==> src/rtl/flag_meter_pkg.sv <==
// Shared definitions for the flag interval meter: FSM encoding,
// record layout (sat bit above the interval) and default widths.
package flag_meter_pkg;

    localparam int CNT_W_DEF = 8;

    localparam logic [0:0] ST_IDLE    = 1'b0;
    localparam logic [0:0] ST_MEASURE = 1'b1;

    // Record = {sat, interval[cnt_w-1:0]}
    function automatic int rec_w(input int cnt_w);
        return cnt_w + 1;
    endfunction

endpackage

==> src/rtl/flag_meter_fifo.sv <==
// Synchronous first-word-fall-through FIFO with a registered
// one-cycle overflow pulse when a push is dropped.
module flag_meter_fifo #(
    parameter  int W     = 9,
    parameter  int DEPTH = 4,
    localparam int AW    = $clog2(DEPTH)
) (
    input  logic         clk,
    input  logic         rst,
    input  logic         push,
    input  logic [W-1:0] din,
    input  logic         pop,
    output logic [W-1:0] dout,
    output logic         full,
    output logic         empty,
    output logic [AW:0]  level,
    output logic         overflow
);

    logic [W-1:0]  mem [DEPTH];
    logic [AW-1:0] wptr;
    logic [AW-1:0] rptr;
    logic          do_push;
    logic          do_pop;

    assign full    = (level == (AW+1)'(DEPTH));
    assign empty   = (level == '0);
    assign do_pop  = pop & ~empty;
    // A pop frees a slot in the same cycle, so a full FIFO still accepts
    assign do_push = push & (~full | do_pop);
    assign dout    = mem[rptr];

    always_ff @(posedge clk) begin
        if (!rst) begin
            wptr     <= '0;
            rptr     <= '0;
            level    <= '0;
            overflow <= 1'b0;
        end else begin
            overflow <= push & ~do_push;
            if (do_push) wptr <= wptr + AW'(1);
            if (do_pop)  rptr <= rptr + AW'(1);
            unique case ({do_push, do_pop})
                2'b10:   level <= level + (AW+1)'(1);
                2'b01:   level <= level - (AW+1)'(1);
                default: level <= level;
            endcase
        end
    end

    always_ff @(posedge clk) begin
        if (do_push) mem[wptr] <= din;
    end

endmodule

==> src/rtl/flag_interval_meter.sv <==
// Measures clk cycles between flag pulses and queues {sat, interval} records.
// Define FLAG_METER_MINMAX_EN to add min_interval/max_interval outputs.
module flag_interval_meter
    import flag_meter_pkg::*;
#(
    parameter  int CNT_W = CNT_W_DEF,
    parameter  int DEPTH = 4,
    localparam int AW    = $clog2(DEPTH)
) (
    input  logic             clk,
    input  logic             rst,
    input  logic             enable,
    input  logic             flag,
    output logic             out_valid,
    input  logic             out_ready,
    output logic [CNT_W-1:0] out_interval,
    output logic             out_sat,
    output logic             overflow,
    output logic [AW:0]      fifo_level
`ifdef FLAG_METER_MINMAX_EN
    ,
    output logic [CNT_W-1:0] min_interval,
    output logic [CNT_W-1:0] max_interval
`endif
);

    localparam int RW = rec_w(CNT_W);
    localparam logic [CNT_W-1:0] CNT_MAX = '1;

    logic [0:0]       state;
    logic [CNT_W-1:0] cnt;
    logic             rec_push;
    logic [RW-1:0]    rec;
    logic [RW-1:0]    head;
    logic             fifo_empty;
    logic             unused_full;

    assign rec_push = (state == ST_MEASURE) & enable & flag;
    assign rec      = {cnt == CNT_MAX, cnt};

    always_ff @(posedge clk) begin
        if (!rst) begin
            state <= ST_IDLE;
            cnt   <= '0;
        end else begin
            unique case (state)
                ST_IDLE: begin
                    if (enable && flag) begin
                        state <= ST_MEASURE;
                        cnt   <= CNT_W'(1);
                    end
                end
                ST_MEASURE: begin
                    if (!enable) begin
                        state <= ST_IDLE;
                        cnt   <= '0;
                    end else if (flag) begin
                        cnt <= CNT_W'(1);
                    end else if (cnt != CNT_MAX) begin
                        cnt <= cnt + CNT_W'(1);
                    end
                end
                default: begin
                    state <= ST_IDLE;
                    cnt   <= '0;
                end
            endcase
        end
    end

    flag_meter_fifo #(
        .W     (RW),
        .DEPTH (DEPTH)
    ) u_fifo (
        .clk      (clk),
        .rst      (rst),
        .push     (rec_push),
        .din      (rec),
        .pop      (out_ready),
        .dout     (head),
        .full     (unused_full),
        .empty    (fifo_empty),
        .level    (fifo_level),
        .overflow (overflow)
    );

    // Head is gated so every output reads 0 while nothing is stored
    assign out_valid    = ~fifo_empty;
    assign out_interval = fifo_empty ? '0 : head[CNT_W-1:0];
    assign out_sat      = fifo_empty ? 1'b0 : head[CNT_W];

`ifdef FLAG_METER_MINMAX_EN
    // Tracks every generated record, including ones the FIFO drops
    always_ff @(posedge clk) begin
        if (!rst) begin
            min_interval <= CNT_MAX;
            max_interval <= '0;
        end else if (rec_push) begin
            if (cnt < min_interval) min_interval <= cnt;
            if (cnt > max_interval) max_interval <= cnt;
        end
    end
`endif

endmodule

==> config.mk <==
export PLATFORM = sky130hd
export DESIGN_NAME = flag_interval_meter
export DESIGN_NICKNAME = d
export VERILOG_FILES = /design/src/rtl/flag_meter_pkg.sv /design/src/rtl/flag_meter_fifo.sv /design/src/rtl/flag_interval_meter.sv
export SDC_FILE = /design/constraint.sdc
export NUM_CORES = 1
export LEC_CHECK = 0
export CORE_ASPECT_RATIO = 0.7
export CORE_MARGIN = 1.5
export CORE_UTILIZATION = 42
export CTS_BUF_LIST = sky130_fd_sc_hd__clkbuf_16
export DETAILED_ROUTE_END_ITERATION = 8
export SKIP_CTS_REPAIR_TIMING = 1
export SLEW_MARGIN = 25
export SYNTH_ARGS = -nofsm -noshare
export SYNTH_HDL_FRONTEND = slang
export SYNTH_HIERARCHICAL = 1
export SYNTH_SLANG_ARGS = --single-unit
==> constraint.sdc <==
create_clock -name clk -period 3.2 [get_ports clk]
set_input_delay 0.32 -clock clk [delete_from_list [all_inputs] [get_ports clk]]
set_output_delay 0.32 -clock clk [all_outputs]
set_load 0.02 [all_outputs]
* Word level (Yosys, flattened, before mapping)
Memory sizes are Yosys's and may differ from the RTL's. A register that Yosys moved wholly into a read port is not among the register bits. Cells that the tools add are included.
Cells by class: add/sub/neg operators 5, multipliers 0, div/mod/pow operators 0, magnitude comparators 0, equality and inequality tests 7, shifts and indexed selects 0, mux-type cells 15, bitwise logic cells 10, reductions and logical operators 4
Operators with widths (count):
- $mux W8 | 5
- $pmux W8 S2 | 1
- $add A8 B1 Y8 const B | 1
- $eq A8 B8 Y1 const B | 1
- $ne A8 B8 Y1 const B | 1
- $pmux W3 S2 | 1
- $and A1 B1 Y1 | 5
- $mux W1 | 5
- $add A2 B1 Y2 const B | 2
- $mux W2 | 2
- $ne A4 B3 Y1 const B | 1
- $not A1 Y1 | 4
- $add A3 B1 Y3 const B | 1
- $eq A3 B3 Y1 const B | 1
- $logic_not A3 Y1 | 1
- $sub A3 B1 Y3 const B | 1
- $eq A2 B1 Y1 const B | 1
- $eq A2 B2 Y1 const B | 1
- $ne A2 B2 Y1 const B | 1
- $pmux W1 S2 | 1
- $reduce_and A2 Y1 | 1
- $reduce_bool A2 Y1 | 1
- $logic_and A1 B1 Y1 | 1
- $or A1 B1 Y1 | 1
Word-level totals: flip-flop bits (word level) 17, bits in latches 0, bits in writable memories 36, memory bits (read-only) 0, input port bits 5, output and inout port bits 14, logic and storage cells 48, memories 1
Memories:
- u_fifo.mem | depth 4, width 9, read ports 1, clocked after Yosys merged registers in 1, write ports 1, RTL line flag_meter_fifo.sv:20 | logic [W-1:0] mem [DEPTH];

* Depth between registers and ports, before layout
Gate-level depths: netlist of the first run.
word-level depth 7, gate-level depth with buffers 8

* Modules after synthesis
The synthesis of the first run kept the hierarchy.
Modules (own cells, without submodules):
- flag_meter_fifo | instances 1, cells an instance 110, area an instance 1856.8 um2, sequential area each 1281.2 um2
- flag_interval_meter | instances 1, cells an instance 71, area an instance 598.1 um2, sequential area each 180.2 um2

* Worst setup path before layout of the first run
OpenSTA, ideal clock, no wires.
path kind register to register, from register state, to register u_fifo.level[2], setup time 72 ps, arrival time 1797 ps, data required time 3128 ps, slack 1332 ps, cell stages (with the launch flop) 8, path buffers 2, cells stage by stage dfxtp_1 > buf_2 > and3_2 > buf_2 > nand2b_1 > fa_1 > o31ai_1 > mux2i_1
On the way: word-level cells in the longest chain between the ends 5, elaborated cells on any way between the ends 7, classes of those cells eq/ne: 2; mux: 1; bitwise: 3; reduce/logical: 1
Ends and longest elaborated chain:
- start: declaration | RTL line flag_interval_meter.sv:30 | logic [0:0] state;
- start signal: assignment | RTL line flag_interval_meter.sv:43 | state <= ST_IDLE;
- start signal: assignment | RTL line flag_interval_meter.sv:49 | state <= ST_MEASURE;
- start signal: assignment | RTL line flag_interval_meter.sv:55 | state <= ST_IDLE;
- $and A1 B1 Y1 * (2 in a row) | RTL line flag_interval_meter.sv:38 | assign rec_push = (state == ST_MEASURE) & enable & flag;
- named net rec_push | RTL line flag_interval_meter.sv:32 | logic rec_push;
- $and A1 B1 Y1 * | RTL line flag_meter_fifo.sv:30 | assign do_push = push & (~full | do_pop);
- $eq A2 B1 Y1 / $eq A2 B2 Y1 (equally long branches) | RTL line flag_meter_fifo.sv:43 | unique case ({do_push, do_pop})
- $pmux W3 S2 / $reduce_bool A2 Y1 (equally long branches)
- end signal: assignment | RTL line flag_meter_fifo.sv:44 | 2'b10: level <= level + (AW+1)'(1);
- end signal: assignment | RTL line flag_meter_fifo.sv:45 | 2'b01: level <= level - (AW+1)'(1);
- end signal: assignment | RTL line flag_meter_fifo.sv:46 | default: level <= level;
- end: declaration | RTL line flag_meter_fifo.sv:16 | output logic [AW:0] level,
Mark *: on every way through the listed nets, which the timed path passes. The rest lies on a longest branch. A chain may end at the register's enable or synchronous reset.

==> out/qor_table.md, run 1 <==
| Result | This run | Unit |
|---|---|---|
| Run status | complete, no violations | - |
| Detail Placement HPWL | 3.04 | mm |
| Peak supply drop | 198 | uV |
| Number of global-route vias before repair | 1476 | - |
| Data arrival time of the critical path | 2270 | ps |
| Kind of start point of the critical path | register | - |
| Syn_area_per_cell | 13.6 | um2 |
| Final std cell area, no fill | 2880 | um2 |
| Clock Path Buffers | 2 | - |
| Final count of hold timing violations | 0 | - |
| Count of antenna diodes in the layout | 0 | - |
| Setup clock skew after layout | 10.3 | ps |
| First-pass GRT wire length | 7.36 | mm |
| Gate count of the mapped netlist | 180 | - |
| Die Width | 94.3 | um |
| Num CTS Buffers | 5 | - |
| Unrepaired setup endpoints after global routing | no | - |
| Highest fanout seen on the critical path | 9 | - |
| Starting utilization of the core area | 0.432 | - |
| Setup TNS | 0 | ps |
| I/O pin cnt | 19 | - |
| Worst-case reg-to-reg path depth | 6 | - |
| TritonCTS clock tree | done | - |
| Switching portion of total power | 0.197 | - |
| Mapped Nets | 191 | - |
| Fraction of layout cells with a size suffix above 1 | 0.124 | - |
| Clock share of power | 0.425 | - |
| Required time reported for the critical path endpoint | 2880 | ps |
| Cell area after synthesis | 2450 | um2 |
| Setup violators final | 0 | - |
| Port bufs | 18 | - |
| Router iterations before antenna repair | 4 | - |
| Core outline area | 5670 | um2 |
| Die boundary height | 66.9 | um |
| Overall die area | 6310 | um2 |
| Total of fill cells in the finished design | 502 | - |
| Largest net degree at the start of global routing | 19 | - |
| Clock-pin slew reported for the worst setup and hold paths after clock tree synthesis | 70 | ps |
| Pwr/cell area | 501 | nW/um2 |
| Pins Over Slew Limit | 0 | - |
| Area post-placement | 2710 | um2 |
| All-Layer GR Usage | 0.165 | - |
| Clock Sink Count | 55 | - |
| Clock latency on the worst-skew pair | 300 | ps |
| Cell internal pwr | 1.16 | mW |
| Gate power share | 0.046 | - |
| FF-to-FF setup slack | 1180 | ps |
| Storage element area | 1460 | um2 |
| Startpoint of the lowest-slack register-to-register path | state | - |
| Yosys warning count | 6 | - |
| Number of cell rows | 23 | - |
| Net Sw Power | 284 | uW |
| Time the worst path needs with I/O delays and setup | 2590 | ps |
| Cell depth of the worst min-delay path | 2 | - |
| Fin nets | 212 | - |
| Headroom to the max-slew limit | 0.576 | - |
| Hold Path Origin | u_fifo/wptr[1] | - |
| Hold/Removal Path Class | reg -> reg | - |
| Congestion Overflow GR | 0 | - |
| Critical path class | reg -> out | - |
| DRC violation total after the first TritonRoute iteration | 84 | - |
| Number of levels in the clock H-tree | 2 | - |
| Total detailed-routing wirelength | 4.38 | mm |
| Drt wl/cell | 15.8 | um |
| Worst r2r dst | u_fifo/level[1] | - |
| Reg power frac | 0.529 | - |
| Final routed DRC violation total | 0 | - |
| Ratio of final minimum period to clock period | 0.811 | - |
| Number of antenna violations at the first check in global routing | 0 | - |
| Slew @ Worst Pin | 635 | ps |
| Ratio of routed vias to standard cells | 5.30 | - |
| Relative area change from synthesis to final layout | 17.6 | % |
| Combined area of the multi-input logic cells | 933 | um2 |
| Upper clock frequency limit | 385 | MHz |
| Routed Antenna Nets | 0 | - |
| Max-capacitance violation count | 0 | - |
| Weighted congestion reported at the end of routability-driven placement | 0.792 | - |
| Vias after detailed routing | 1467 | - |
| Worst hold endpoint | u_fifo/wptr[1] | - |
| Clock Root Buffer | sky130_fd_sc_hd__clkbuf_16 | - |
| Leakage dissipation | 0.929 | nW |
| Endpoint type of the worst setup path | output port | - |
flip-flops by register name, summed over array words and instances (netlist names), named ones only:
name,flops
u_fifo/mem,36
cnt,8
u_fifo/rptr,2
state,1
u_fifo/level,3
u_fifo/overflow,1
u_fifo/wptr,2
cells in the final DEF (no fill, tap or decap), types with 2 or more instances in the layout:
master / n
sky130_fd_sc_hd__nand2b_1: 3
sky130_fd_sc_hd__o31ai_1: 3
sky130_fd_sc_hd__a21o_1: 2
sky130_fd_sc_hd__mux2i_1: 2
sky130_fd_sc_hd__clkdlybuf4s50_1: 18
sky130_fd_sc_hd__mux4_2: 9
sky130_fd_sc_hd__inv_1: 9
sky130_fd_sc_hd__dfxtp_1: 19
sky130_fd_sc_hd__nor4_1: 2
sky130_fd_sc_hd__o21ai_0: 3
sky130_fd_sc_hd__xnor2_1: 2
sky130_fd_sc_hd__nand3_1: 3
sky130_fd_sc_hd__o211ai_1: 2
sky130_fd_sc_hd__o31a_1: 2
sky130_fd_sc_hd__nand2_1: 12
sky130_fd_sc_hd__nand4_1: 4
sky130_fd_sc_hd__edfxtp_1: 36
sky130_fd_sc_hd__xor2_1: 3
sky130_fd_sc_hd__ha_1: 5
sky130_fd_sc_hd__and2_1: 9
sky130_fd_sc_hd__nor2_1: 6
sky130_fd_sc_hd__or2b_1: 2
sky130_fd_sc_hd__nor2b_1: 9
sky130_fd_sc_hd__nor3_1: 2
sky130_fd_sc_hd__a21oi_1: 4
sky130_fd_sc_hd__clkbuf_16: 5
sky130_fd_sc_hd__a211oi_1: 3
layout make-up:
| type | instances | share of cell area |
|---|---|---|
| Multi-Input combinational cell | 111 | 0.324 |
| Sequential cell | 55 | 0.507 |
| Clock inverter | 3 | 0.0161 |
| Timing Repair Buffer | 19 | 0.0651 |
| Tap cell | 75 | 0.0326 |
| Clock buffer | 5 | 0.0434 |
| Inverter | 9 | 0.0117 |
critical path: stages (launching register included):
cell and delay [ps]:
sky130_fd_sc_hd__dfxtp_1 730, sky130_fd_sc_hd__mux4_2 580, sky130_fd_sc_hd__nor2b_1 140, sky130_fd_sc_hd__clkdlybuf4s50_1 540
per-layer routing:
layer / part of all wire / global-route usage
met1: 0.49 / 0.216
met2: 0.46 / 0.256
met3: 0.041 / 0.0491
met4: 0.016 / 0.0672
met5: 0 / 0
per-stage QoR:
stage | worst slack (ps) | util | hold WS, ps | cells | total power [mW]
after CTS | 544 | 0.508 | 528 | 277 | 1.46
after detailed placement | 821 | 0.478 | 518 | 269 | 0.846
final | 605 | 0.508 | 517 | 277 | 1.44
after global placement | 840 | 0.478 | 497 | 269 | 0.844
after global routing | 429 | 0.508 | 574 | 277 | 1.49
after floorplan | 1330 | - | 397 | 180 | 0.818
power groups by stage:
stage                     Sequential (mW)  Combinational [mW]  Clock [mW]
final                               0.763              0.0664       0.613
after global routing                0.765              0.0737       0.656
after CTS                           0.763              0.0671       0.629
after detailed placement            0.779              0.0670           0
after global placement              0.779              0.0650           0
after floorplan                     0.774              0.0432           0
worst max-delay path by stage:
stage	startpoint	cells after the start	endpoint
after floorplan	state	7	u_fifo/level[2]
after global placement	out_ready	6	u_fifo/level[2]
after detailed placement	out_ready	6	u_fifo/level[2]
after CTS	register	3	out_interval[0]
after global routing	register	3	out_interval[0]
final	register	3	out_interval[1]
Note: power is estimated with default switching activity, not from simulation.
==> run 2, diff against run 1 <==
Clock period 3.2 ns to 2.5 ns, I/O delays scaled along.
==> out/qor_table.md, run 2 (synthesis results as in run 1) <==
| Result | This run | Unit | Delta |
|---|---|---|---|
| All-Layer GR Usage | 0.158 | - | -0.00698 |
| Critical path's slowest cell | sky130_fd_sc_hd__clkdlybuf4s50_1 | - |  |
| Pwr/cell area | 610 | nW/um2 | +22% |
| Unrepaired setup endpoints after global routing | no | - |  |
| Starting utilization of the core area | 0.432 | - | unchanged |
| Clock Root Buffer | sky130_fd_sc_hd__clkbuf_16 | - |  |
| Ratio of routed vias to standard cells | 5.28 | - | -0.24% |
| Weighted congestion reported at the end of routability-driven placement | 0.870 | - | +9.8% |
| Num CTS Buffers | 5 | - | unchanged |
| Final std cell area, no fill | 2880 | um2 | -0.17% |
| Headroom to the max-slew limit | 0.660 | - | +0.0837 |
| Number of levels in the clock H-tree | 2 | - | unchanged |
| Crit path cell chain | buf_4 > mux4_2 > nor2b_1 > clkdlybuf4s50_1 | - |  |
| Clock Sink Count | 55 | - | unchanged |
| TritonCTS clock tree | done | - |  |
| Upper clock frequency limit | 441 | MHz |  |
| Run status | complete, no violations | - |  |
| Number of cell rows | 23 | - | unchanged |
| Total power after layout | 1.76 | mW | +22% |
| Setup clock skew after layout | 4.62 | ps | -5.68 ps |
| Fin nets | 214 | - | +0.94% |
| Cell internal pwr | 1.39 | mW | +20% |
| Worst r2r dst | u_fifo/level[1] | - |  |
| Maximum single-stage delay on the critical path | 540 | ps | -190 ps |
| Routed Antenna Nets | 0 | - | unchanged |
| Commonest non-fill, non-tap cells in the layout | 36 x sky130_fd_sc_hd__edfxtp_1, 19 x sky130_fd_sc_hd__dfxtp_1, 18 x sky130_fd_sc_hd__clkdlybuf4s50_1, 12 x sky130_fd_sc_hd__nand2_1 | - |  |
| Clock Path Buffers | 2 | - | unchanged |
| Overall die area | 6310 | um2 | unchanged |
| Hold/Removal Path Class | reg -> reg | - |  |
| Setup violators final | 0 | - | unchanged |
| Count of antenna diodes in the layout | 0 | - | unchanged |
| Port bufs | 18 | - | unchanged |
| DRC violation total after the first TritonRoute iteration | 116 | - | +38% |
| Vias after detailed routing | 1474 | - | +0.48% |
| Ratio of final minimum period to clock period | 0.908 | - |  |
| Total detailed-routing wirelength | 4.37 | mm | -0.21% |
| Pins Over Slew Limit | 0 | - | unchanged |
| Max FFs per register | 36 | - | unchanged |
| Die boundary height | 66.9 | um | unchanged |
| Kind of start point of the critical path | register | - |  |
| Endpoint type of the worst setup path | output port | - |  |
| Final routed DRC violation total | 0 | - | unchanged |
| Switching portion of total power | 0.209 | - | +0.0126 |
| I/O pin cnt | 19 | - | unchanged |
| Total of fill cells in the finished design | 491 | - | -2.2% |
| Time the worst path needs with I/O delays and setup | 2270 | ps |  |
| Data arrival time of the critical path | 2020 | ps | -250 ps |
| Worst-case reg-to-reg path depth | 6 | - | unchanged |
| FF-to-FF setup slack | 410 | ps | -770 ps |
| Stages on the worst setup path | 4 | - | +1 |
| Largest Register | u_fifo/mem | - |  |
| Die Width | 94.3 | um | unchanged |
| Startpoint of the lowest-slack register-to-register path | state | - |  |
| Drt wl/cell | 15.7 | um | -0.92% |
| Largest net degree at the start of global routing | 20 | - | +1 |
| Setup TNS | 0 | ps | unchanged |
| Detail Placement HPWL | 3.09 | mm | +1.6% |
| Highest fanout seen on the critical path | 9 | - | unchanged |
| Area post-placement | 2730 | um2 | +0.55% |
| Final count of hold timing violations | 0 | - | unchanged |
| Reg power frac | 0.555 | - | +0.026 |
| Most common library cell in the layout ignoring fill and taps | sky130_fd_sc_hd__edfxtp_1 | - |  |
| Clock share of power | 0.395 | - | -0.030 |
| Max-capacitance violation count | 0 | - | unchanged |
| Number of global-route vias before repair | 1399 | - | -5.2% |
| Congestion Overflow GR | 0 | - | unchanged |
| Gate power share | 0.050 | - | +0.004 |
| Relative area change from synthesis to final layout | 17.4 | % |  |
| Number of antenna violations at the first check in global routing | 0 | - | unchanged |
| Net Sw Power | 367 | uW | +30% |
| Clock latency on the worst-skew pair | 290 | ps | about the same |
| Core outline area | 5670 | um2 | unchanged |
| Crit path buf inv count | 2 | - | +1 |
| Required time reported for the critical path endpoint | 2250 | ps | -630 ps |
| Router iterations before antenna repair | 4 | - | unchanged |
| Critical path class | reg -> out | - |  |
| Peak supply drop | 269 | uV | +36% |
| First-pass GRT wire length | 7.18 | mm | -2.5% |
| Leakage dissipation | 0.953 | nW | +2.5% |
| Slew @ Worst Pin | 510 | ps | -125 ps |
| Fraction of layout cells with a size suffix above 1 | 0.132 | - | +0.00859 |
| Kind of cell adding the most delay to the critical path | buffers and inverters | - |  |
| Leading registers by flop count | u_fifo/mem: 36 flops, cnt: 8 flops, u_fifo/level: 3 flops | - |  |
| Endpoint of the most critical setup path | out_sat | - |  |
| Clock-pin slew reported for the worst setup and hold paths after clock tree synthesis | 70 | ps | about the same |
## run 2: cell types whose count changed in the layout (fill, tap and decap cells not counted)
cell	change
sky130_fd_sc_hd__buf_4	+2
sky130_fd_sc_hd__clkinvlp_4	-1
sky130_fd_sc_hd__inv_6	-1
sky130_fd_sc_hd__inv_4	+1
sky130_fd_sc_hd__clkinv_4	+1
sky130_fd_sc_hd__bufinv_16	-1
sky130_fd_sc_hd__inv_8	+1
## run 2: per-stage QoR
step,util,hold WS (ps),worst slack (ps),instances
floorplan,-,327,632,180
global placement,0.481,489,335,271
detailed placement,0.481,512,234,271
CTS,0.507,522,196,279
global route,0.507,553,144,279
finish,0.507,515,230,279
## run 2: power groups by stage
stage | sequential, mW | combinational (mW) | clock, mW
after floorplan | 0.991 | 0.0540 | 0
after global routing | 0.975 | 0.0960 | 0.745
final | 0.975 | 0.0876 | 0.693
after CTS | 0.974 | 0.0887 | 0.717
after detailed placement | 0.995 | 0.0885 | 0
after global placement | 0.994 | 0.0858 | 0
## run 2: worst register-to-register path: stages, from the launching register on
cell and delay [ps]:
sky130_fd_sc_hd__dfxtp_1 570, sky130_fd_sc_hd__and3_2 380, sky130_fd_sc_hd__nand2b_1 150, sky130_fd_sc_hd__fa_1 430, sky130_fd_sc_hd__a211oi_1 190, sky130_fd_sc_hd__o21ai_0 120
sky130_fd_sc_hd__a21oi_1 170
## run 2: per-layer routing
| layer | global-route usage | wire (um) |
|---|---|---|
| met1 | 0.210 | 2080 |
| met2 | 0.250 | 2090 |
| met3 | 0.0377 | 144 |
| met4 | 0.0616 | 66 |
| met5 | 0 | 0 |
## run 2: final cells by class
type                    instances  area [um2]  share of cell area
clock buffers                   5         125              0.0435
clock inverters                 3        26.3             0.00913
inverters                       9        33.8              0.0117
multi-input cells             111         933               0.324
flip-flops and latches         55        1460               0.508
well taps                      75        93.8              0.0326
repair buffers                 21         203              0.0705
## run 2: how the worst min path moves through the flow
stage              startpoint              end  cells past startpoint
2_1_floorplan       out_ready  u_fifo/overflow                      1
3_3_place_gp   u_fifo/wptr[1]   u_fifo/wptr[1]                      2
3_5_place_dp   u_fifo/wptr[1]   u_fifo/wptr[1]                      2
4_1_cts        u_fifo/wptr[1]   u_fifo/wptr[1]                      2
5_1_grt        u_fifo/wptr[1]   u_fifo/wptr[1]                      2
6_report       u_fifo/wptr[1]   u_fifo/wptr[1]                      2
==> run 3, diff against run 2 <==
Settings changed: CTS_BUF_LIST sky130_fd_sc_hd__clkbuf_16 to sky130_fd_sc_hd__clkbuf_8 sky130_fd_sc_hd__clkbuf_16.
Clock period 2.5 ns to 2.6 ns, I/O delays scaled along.
==> out/qor_table.md, run 3 (synthesis results as in run 1) <==
| Result | This run | Unit | Delta |
|---|---|---|---|
| Post-placement worst setup slack | 324 | ps | +90.0 ps |
| Leakage dissipation | 0.916 | nW | -3.8% |
| TritonCTS clock tree | done | - |  |
| Overall die area | 6310 | um2 | unchanged |
| Crit path cell chain | buf_4 > mux4_2 > nor2b_1 > clkdlybuf4s50_1 | - |  |
| Run status | complete, no violations | - |  |
| Fraction of layout cells with a size suffix above 1 | 0.132 | - | unchanged |
| Port bufs | 18 | - | unchanged |
| Maximum single-stage delay on the critical path | 530 | ps | about the same |
| Unrepaired setup endpoints after global routing | no | - |  |
| Time the worst path needs with I/O delays and setup | 2300 | ps |  |
| Clock Sink Count | 55 | - | unchanged |
| Final cell count without fillers | 279 | - | unchanged |
| Number of cell rows | 23 | - | unchanged |
| All-Layer GR Usage | 0.156 | - | -0.00150 |
| Headroom to the max-slew limit | 0.647 | - | -0.0127 |
| Clock Path Buffers | 2 | - | unchanged |
| Pins Over Slew Limit | 0 | - | unchanged |
| Commonest non-fill, non-tap cells in the layout | 36 x sky130_fd_sc_hd__edfxtp_1, 19 x sky130_fd_sc_hd__dfxtp_1, 18 x sky130_fd_sc_hd__clkdlybuf4s50_1, 12 x sky130_fd_sc_hd__nand2_1 | - |  |
| Total power after layout | 1.50 | mW | -14% |
| Ratio of routed vias to standard cells | 5.28 | - | -0.14% |
| Clock Root Buffer | sky130_fd_sc_hd__clkbuf_8 | - |  |
| Relative area change from synthesis to final layout | 15.1 | % |  |
| Number of global-route vias before repair | 1434 | - | +2.5% |
| Leading registers by flop count | u_fifo/mem: 36 flops, cnt: 8 flops, u_fifo/level: 3 flops | - |  |
| Peak supply drop | 197 | uV | -27% |
| Slew @ Worst Pin | 529 | ps | +19.1 ps |
| Weighted congestion reported at the end of routability-driven placement | 0.870 | - | about the same |
| First-pass GRT wire length | 7.21 | mm | +0.47% |
| Upper clock frequency limit | 434 | MHz |  |
| Smallest setup slack after layout | 295 | ps | +65.0 ps |
| Largest Register | u_fifo/mem | - |  |
| Clock latency on the worst-skew pair | 300 | ps | about the same |
| Detail Placement HPWL | 3.09 | mm | unchanged |
| Data arrival time of the critical path | 2040 | ps | +20 ps |
| Number of antenna violations at the first check in global routing | 0 | - | unchanged |
| Num CTS Buffers | 5 | - | unchanged |
| Setup TNS | 0 | ps | unchanged |
| Drt wl/cell | 15.6 | um | -0.25% |
| Max FFs per register | 36 | - | unchanged |
| Setup violators final | 0 | - | unchanged |
| Die Width | 94.3 | um | unchanged |
| Fin nets | 214 | - | unchanged |
| Dpl cells | 271 | - | unchanged |
| Die boundary height | 66.9 | um | unchanged |
| Kind of start point of the critical path | register | - |  |
| Core outline area | 5670 | um2 | unchanged |
| Largest net degree at the start of global routing | 20 | - | unchanged |
| Pwr/cell area | 533 | nW/um2 | -13% |
| Setup clock skew after layout | 6.06 | ps | +1.43 ps |
| Most common library cell in the layout ignoring fill and taps | sky130_fd_sc_hd__edfxtp_1 | - |  |
| DRC violation total after the first TritonRoute iteration | 113 | - | -2.6% |
| Highest fanout seen on the critical path | 9 | - | unchanged |
| Vias after detailed routing | 1472 | - | -0.14% |
| Endpoint type of the worst setup path | output port | - |  |
| Total of fill cells in the finished design | 499 | - | +1.6% |
| Hold/Removal Path Class | reg -> reg | - |  |
| Critical path's slowest cell | sky130_fd_sc_hd__mux4_2 | - |  |
| Count of antenna diodes in the layout | 0 | - | unchanged |
| Congestion Overflow GR | 0 | - | unchanged |
| Clock-pin slew reported for the worst setup and hold paths after clock tree synthesis | 100 | ps | +30 ps |
| I/O pin cnt | 19 | - | unchanged |
| Required time reported for the critical path endpoint | 2340 | ps | +90 ps |
| Routed Antenna Nets | 0 | - | unchanged |
| Final count of hold timing violations | 0 | - | unchanged |
| Critical path class | reg -> out | - |  |
| Final routed DRC violation total | 0 | - | unchanged |
| Number of levels in the clock H-tree | 2 | - | unchanged |
| Final std cell area, no fill | 2820 | um2 | -2.0% |
| Router iterations before antenna repair | 4 | - | unchanged |
| Ratio of final minimum period to clock period | 0.886 | - |  |
| Starting utilization of the core area | 0.432 | - | unchanged |
| Total detailed-routing wirelength | 4.36 | mm | -0.25% |
| Area post-placement | 2730 | um2 | unchanged |
| Max-capacitance violation count | 0 | - | unchanged |
run 3: cell counts in the layout (fill, tap and decap cells not counted):
No cell type changed its count.
run 3: power breakdown:
part           leakage [nW]  switching, mW  internal, mW  total [mW]
Sequential            0.461        0.00955         0.927       0.937
Clock                0.0506          0.283         0.199       0.481
Combinational         0.405         0.0430        0.0417      0.0847
Total                 0.916          0.335          1.17        1.50
run 3: metrics by stage:
stage                      util  hold slack [ps]
after floorplan               -              337
after detailed placement  0.481              512
after global routing      0.497              559
after CTS                 0.497              527
final                     0.497              522
after global placement    0.481              489
run 3: critical path: cells and delay by family (launching register included):
| kind | cells | cell delay, ps |
|---|---|---|
| flip-flops | 1 | 320 |
| multiplexers | 1 | 530 |
| AND/OR/NAND/NOR | 1 | 150 |
| buffers and inverters | 2 | 740 |
run 3: per-layer routing:
metal	GRT usage	wire (um)
met3	0.0388	180
met5	0	0
met1	0.204	2070
met4	0.0560	44
met2	0.254	2070
run 3: path summary, 6_finish.rpt:
path              slack (ps)      startpoint  cells past startpoint         endpoint
setup / recovery         300        register                      4  out_interval[1]
hold reg to reg          520  u_fifo/wptr[1]                      2   u_fifo/wptr[1]
setup reg to reg         530           state                      6  u_fifo/level[1]
hold / removal           520  u_fifo/wptr[1]                      2   u_fifo/wptr[1]
run 3: area by class of cell:
cell class                 count  area [um2]  share of cell area
tap                           75        93.8              0.0333
inverter                       9        33.8              0.0120
clock buffer                   5        68.8              0.0244
timing repair buffer          21         203              0.0719
multi-input combinational    111         933               0.331
sequential                    55        1460               0.518
clock inverter                 3        26.3             0.00932
